<file path="config.mk">
export PLATFORM = sky130hd
export DESIGN_NAME = fwd_hazard_ctrl
export DESIGN_NICKNAME = d
export VERILOG_FILES = /design/src/rtl/fwd_hazard_ctrl.sv
export SDC_FILE = /design/constraint.sdc
export NUM_CORES = 1
export LEC_CHECK = 0
export ABC_AREA = 1
export CORE_ASPECT_RATIO = 1.1
export CORE_MARGIN = 3
export CORE_UTILIZATION = 40
export CTS_BUF_LIST = sky130_fd_sc_hd__clkbuf_4 sky130_fd_sc_hd__clkbuf_8
export DETAILED_ROUTE_END_ITERATION = 16
export MAX_ROUTING_LAYER = met4
export PLACE_DENSITY_LB_ADDON = 0.15
export SLEW_MARGIN = 25
export SYNTH_ARGS = -nofsm -noshare
export SYNTH_HDL_FRONTEND = slang
export SYNTH_SLANG_ARGS = --single-unit
export TNS_END_PERCENT = 10
</file>
<file path="constraint.sdc">
create_clock -name clk -period 3.8 [get_ports clk]
set_clock_uncertainty 0.1 [all_clocks]
set_input_delay 0.76 -clock clk [delete_from_list [all_inputs] [get_ports clk]]
set_output_delay 0.76 -clock clk [all_outputs]
set_load 0.03 [all_outputs]
</file>
<file path="src/rtl/fwd_hazard_ctrl.sv">
// ---------------------------------------------------------------------------
// fwd_hazard_ctrl
//
// Pipeline control for the 3-stage core (IF | DE/EX | MEM/WB).
//   - Tracks the instruction currently sitting in MEM/WB.
//   - Produces the 2-bit forwarding selects for the DE-stage operand muxes.
//   - Produces stall/flush for the IF/DE register. This includes holding the
//     pipe while a MEM/WB data-memory access waits for dmem_ack. The access is
//     aborted after WAIT_MAX wait cycles.
//
// Parameters
//   WAIT_MAX    max WAIT cycles before a MEM/WB access is aborted (>= 1)
//   CNT_W       wait-counter width, 2**CNT_W > WAIT_MAX
//
// Ports
//   clk, rst            clock, synchronous active-high reset
//   de_valid            DE holds a live instruction
//   de_rs1/de_rs2       DE source register addresses
//   de_rs1_used/_used   DE instruction actually reads rs1/rs2
//   de_rd, de_reg_wr    DE destination register and write flag
//   de_wb_sel           DE writeback source (00 ALU, 01 load, 10 PC+4, 11 -> ALU)
//   de_mem_req          DE instruction is a load/store
//   de_br_taken         DE branch/jump resolved taken
//   dmem_ack            data memory completes the MEM/WB access this cycle
//   fwd_a_sel/fwd_b_sel operand mux selects (00 RF, 01 ALU, 10 load, 11 PC+4)
//   stall_if, stall_de  hold PC / hold IF/DE register
//   flush_de            load a bubble into IF/DE at the next edge
//   mw_valid, mw_rd     MEM/WB tracking outputs
//   mw_reg_wr           MEM/WB regfile write enable, dropped on abort
//   mem_err             one-cycle pulse when a MEM/WB access times out
// ---------------------------------------------------------------------------
module fwd_hazard_ctrl #(
    parameter int WAIT_MAX = 15,
    parameter int CNT_W    = 4
) (
    input  logic       clk,
    input  logic       rst,
    input  logic       de_valid,
    input  logic [4:0] de_rs1,
    input  logic [4:0] de_rs2,
    input  logic       de_rs1_used,
    input  logic       de_rs2_used,
    input  logic [4:0] de_rd,
    input  logic       de_reg_wr,
    input  logic [1:0] de_wb_sel,
    input  logic       de_mem_req,
    input  logic       de_br_taken,
    input  logic       dmem_ack,
    output logic [1:0] fwd_a_sel,
    output logic [1:0] fwd_b_sel,
    output logic       stall_if,
    output logic       stall_de,
    output logic       flush_de,
    output logic       mw_valid,
    output logic [4:0] mw_rd,
    output logic       mw_reg_wr,
    output logic       mem_err
);

    typedef enum logic [1:0] {
        ST_RUN   = 2'd0,
        ST_WAIT  = 2'd1,
        ST_ABORT = 2'd2
    } state_t;

    localparam logic [CNT_W-1:0] CNT_ONE  = CNT_W'(1);
    localparam logic [CNT_W-1:0] CNT_LAST = CNT_W'(WAIT_MAX);

    state_t           state;
    state_t           state_nxt;
    logic [CNT_W-1:0] cnt;
    logic [CNT_W-1:0] cnt_nxt;

    logic             mw_valid_q;
    logic [4:0]       mw_rd_q;
    logic             mw_reg_wr_q;
    logic [1:0]       mw_wb_sel_q;
    logic             mw_mem_req_q;

    logic             mw_pend;
    logic             stall;
    logic             aborting;
    logic             reg_wr_eff;

    // Maps a source operand onto the forwarding select. A hit needs a live,
    // writing MEM/WB instruction whose rd matches a non-x0 source that is
    // actually read. The select encodes the writeback source, and the
    // illegal wb_sel 11 is treated as the ALU result.
    function automatic logic [1:0] fwd_sel(
        input logic       used,
        input logic [4:0] rs,
        input logic       valid,
        input logic       wr,
        input logic [4:0] rd,
        input logic [1:0] wb
    );
        logic [1:0] sel;
        sel = 2'b00;
        if (used && (rs != 5'd0) && valid && wr && (rd == rs)) begin
            case (wb)
                2'b01:   sel = 2'b10;
                2'b10:   sel = 2'b11;
                default: sel = 2'b01;
            endcase
        end
        return sel;
    endfunction

    assign mw_pend    = mw_valid_q & mw_mem_req_q & ~dmem_ack;
    assign aborting   = (state == ST_ABORT);
    assign reg_wr_eff = mw_reg_wr_q & ~aborting;

    // Memory-wait controller. RUN enters WAIT when the MEM/WB access is not
    // acked. WAIT counts stalled cycles and gives up into ABORT once the
    // counter reaches WAIT_MAX. ABORT releases the pipe for exactly one
    // cycle, and the aborted instruction is dropped because that cycle does
    // not stall.
    always_comb begin
        state_nxt = state;
        cnt_nxt   = cnt;
        stall     = 1'b0;
        case (state)
            ST_RUN: begin
                if (mw_pend) begin
                    state_nxt = ST_WAIT;
                    cnt_nxt   = CNT_ONE;
                    stall     = 1'b1;
                end
            end
            ST_WAIT: begin
                if (dmem_ack) begin
                    state_nxt = ST_RUN;
                    cnt_nxt   = '0;
                end else begin
                    stall = 1'b1;
                    if (cnt == CNT_LAST) begin
                        state_nxt = ST_ABORT;
                    end else begin
                        cnt_nxt = cnt + CNT_ONE;
                    end
                end
            end
            ST_ABORT: begin
                state_nxt = ST_RUN;
                cnt_nxt   = '0;
            end
            default: begin
                state_nxt = ST_RUN;
                cnt_nxt   = '0;
            end
        endcase
    end

    // State and wait-counter registers.
    always_ff @(posedge clk) begin
        if (rst) begin
            state <= ST_RUN;
            cnt   <= '0;
        end else begin
            state <= state_nxt;
            cnt   <= cnt_nxt;
        end
    end

    // MEM/WB tracking registers. They advance with the pipe and freeze while
    // it is stalled. A taken branch advances too, because only the
    // instruction behind it in IF/DE is flushed.
    always_ff @(posedge clk) begin
        if (rst) begin
            mw_valid_q   <= 1'b0;
            mw_rd_q      <= 5'd0;
            mw_reg_wr_q  <= 1'b0;
            mw_wb_sel_q  <= 2'b00;
            mw_mem_req_q <= 1'b0;
        end else if (!stall) begin
            mw_valid_q   <= de_valid;
            mw_rd_q      <= de_rd;
            mw_reg_wr_q  <= de_reg_wr;
            mw_wb_sel_q  <= de_wb_sel;
            mw_mem_req_q <= de_mem_req;
        end
    end

    // Every output is forced low while reset is held. The registers may still
    // hold stale contents during the first reset cycle.
    assign stall_if  = stall & ~rst;
    assign stall_de  = stall & ~rst;
    assign flush_de  = de_valid & de_br_taken & ~stall & ~rst;
    assign mw_valid  = mw_valid_q & ~rst;
    assign mw_rd     = rst ? 5'd0 : mw_rd_q;
    assign mw_reg_wr = reg_wr_eff & ~rst;
    assign mem_err   = aborting & ~rst;

    assign fwd_a_sel = rst ? 2'b00 :
                       fwd_sel(de_rs1_used, de_rs1, mw_valid_q, reg_wr_eff, mw_rd_q, mw_wb_sel_q);
    assign fwd_b_sel = rst ? 2'b00 :
                       fwd_sel(de_rs2_used, de_rs2, mw_valid_q, reg_wr_eff, mw_rd_q, mw_wb_sel_q);

endmodule

</file>
==> metrics.md <==
| Metric | Value |
|---|---|
| Worst VDD drop | 0.0002052 V |
| Dpl hpwl | 2229 um |
| Commonest non-fill, non-tap cells in the layout | 50 x nor2_1, 45 x nand2_1, 40 x clkdlybuf4s50_1, 24 x inv_1, 16 x dfxtp_1 |
| Critical-path maximum fanout | 12 |
| Slew headroom | 77.66% |
| H-tree Lvls | 1 |
| Worst-Skew Late Latency | 0.28 ns |
| Post-synthesis mux area share | 0% |
| Hold-fix buffers, CTS | 0 |
| Die Width | 54.64 um |
| Crit end category | primary output |
| Cell Area, Synth | 1041 um^2 |
| I/O Buffers | 40 |
| Largest family of logic cells by synthesized area | simple AND/OR/NAND/NOR gates |
| WP data required | 2.94 ns |
| Antenna violations before repair | 0 |
| Postcts setup bufs | 0 |
| Syn_nets | 205 |
| CTS Root Cell | clkbuf_4 |
| Critical path, cell by cell | clkdlybuf4s50_1, inv_1, nand3_1, nor2_4, nor2_4, nand3_2, nor2_1, clkdlybuf4s50_1 |
| Final core occ | 63.39% |
| Yosys warns | 0 |
| Flop-to-flop setup slack | 2.36 ns |
| Vias in the first global route | 1096 |
| First-pass GRT wire length | 4712 um |
| Min cycle time layout | 3.563 ns |
| Resized Gates After CTS | 0 |
| Commonest non-fill, non-tap cell in the layout | nor2_1 |
| TritonCTS clock tree | done |
| Clock Pin Slew Worst Setup and Hold Paths | 0.09 ns |
| Fin nets | 247 |
| Drt wl/cell | 11.39 um |
| Critical path's slowest cell | clkdlybuf4s50_1 |
| Number of DRC markers in iteration 0 | 27 |
| Syn Area/Cell | 5.881 um^2 |
| Fill cell count | 245 |
| Max_cap viols | 0 |
| Number of diodes | 0 |
| Power Dens Cells | 258.0 nW/um^2 |
| Post-synthesis xor/xnor area fraction | 0.8413% |
| Proportion of layout cells with a drive suffix above 1 | 8.257% |
| Static leakage | 0.0006931 uW |
| Final Hold Fails | 0 |
| Router iterations before antenna repair | 4 |
| Adder-Cell Fraction of Synth Area | 2.404% |
| Simple-gate portion of the synthesized area | 44.95% |
| Setup violations, final | 0 |
| Fin Setup TNS | 0 ns |
| Clock Sinks | 16 |
| Largest net degree at the start of global routing | 13 |
| Die Ht | 59.51 um |
| Register bit total from synthesis | 16 |
| Crit path DAT | 2.70 ns |
| Setup WS pre-CTS | 0.2422 ns |
| Setup crit start kind | primary input |
| CP top delay family | buffers and inverters |
| RSZ-0062 raised after global routing | no |
| Worst slew pin tran | 0.3342 ns |
| Synthesis-to-finish area growth | 43.99% |
| Core Area | 2365 um^2 |
| Total Routing Usage GR | 20.29% |
| Hold crit path type | flop to flop |
| Unique masters post-synth | 24 |
| Clock Tree Buf Depth | 2 |
| Site row count | 18 |
| TritonCTS buffer count | 3 |
| Die area | 3251 um^2 |
| Post-DR vias/cell | 4.734 |
| Post-Syn Instances | 177 |
| RD Place Congestion | 0.8778 |
| Final WS setup | 0.2367 ns |
| I/O Pins | 41 |
| DRC errors left | 0 |
| Seq/Total Area, Yosys | 30.77% |
| Status | completed |
| Tcrit/Tclk final | 93.77% |
| Buf+Inv Stages, Crit Path | 3 |
| Initial core utilization | 44.02% |
| Routed Antenna Nets | 0 |
| FMAX | 280.6 MHz |
| Worst path max stage delay | 0.67 ns |
| Slew Viols, Final | 0 |
| Post-synthesis compound-gate area fraction | 9.014% |
| CP Class | primary input to primary output |
| Via count | 1174 |
| WL final | 2824 um |
| GRT overflow | 0 |
-- power breakdown --
| group | switching (uW) | leakage (uW) | total (uW) | internal, uW |
|---|---|---|---|---|
| sequential | 6.40 | 0.000132 | 181 | 175 |
| combinational | 46.1 | 0.000540 | 93.2 | 47.1 |
| clock | 53.7 | 0.0000210 | 112 | 58.3 |
-- cell type report --
| type | instances | area, um^2 | area share [%] |
|---|---|---|---|
| sequential | 16 | 320.3 | 21.37 |
| clock buffer | 4 | 36.28 | 2.421 |
| tap | 30 | 37.54 | 2.504 |
| multi-input combinational | 131 | 595.6 | 39.73 |
| timing repair buffer | 42 | 415.4 | 27.71 |
| inverter | 25 | 93.84 | 6.260 |
-- flip-flops by register name, indices dropped and copies added, names as in the netlist --
register,count
cnt,4
mw_wb_sel_q,2
mw_valid_q,1
state,2
mw_rd_q,5
mw_mem_req_q,1
mw_reg_wr_q,1
-- worst reg2reg max path: cells and delay by family, from the launching register on --
family / cells / cell delay (ns)
flops: 1 / 0.37
buf+inv: 2 / 0.27
simple gates: 5 / 0.60
-- cells by family (layout without fill, tap and decap cells) --
family          after synthesis  in the layout
xor+xnor                      1              1
buf+inv                      30             71
fa+ha+maj                     2              2
compound gates               16             16
simple gates                112            112
flops                        16             16
-- per-stage QoR --
stage	total power (uW)	cells	instance area, um^2	hold slack, ns
floorplan	232.1	177	1041	0.3562
global route	413.4	248	1499	0.4298
global placement	275.7	244	1463	0.3765
CTS	390.7	248	1499	0.3978
finish	386.7	248	1499	0.3934
detailed placement	277.9	244	1463	0.3840
-- Yosys cell counts, drive strengths merged --
library cell | number | area share, %
o21ai | 10 | 5.9
xnor2 | 1 | 0.84
nand4 | 2 | 1.2
ha | 2 | 2.4
clkbuf | 2 | 0.72
a21boi | 1 | 0.72
nand2 | 46 | 17
dfxtp | 16 | 31
buf | 3 | 2.3
inv | 25 | 9.0
nor3 | 3 | 1.4
nor2 | 53 | 21
a21oi | 5 | 2.4
or2 | 3 | 1.8
nand3 | 5 | 2.9
-- final timing paths --
kind         startpoint    endpoint  cells after the start
max            dmem_ack    flush_de                      8
min              cnt[1]      cnt[1]                      2
max reg2reg    state[1]  mw_rd_q[0]                      7
min reg2reg      cnt[1]      cnt[1]                      2
-- routing by layer --
metal	global-route usage, %	share of wire, %
met5	-	0
met4	8.541	0.53
met3	2.771	6.3
met2	30.41	45
met1	26.84	48
(Power assumes the default switching activity.)
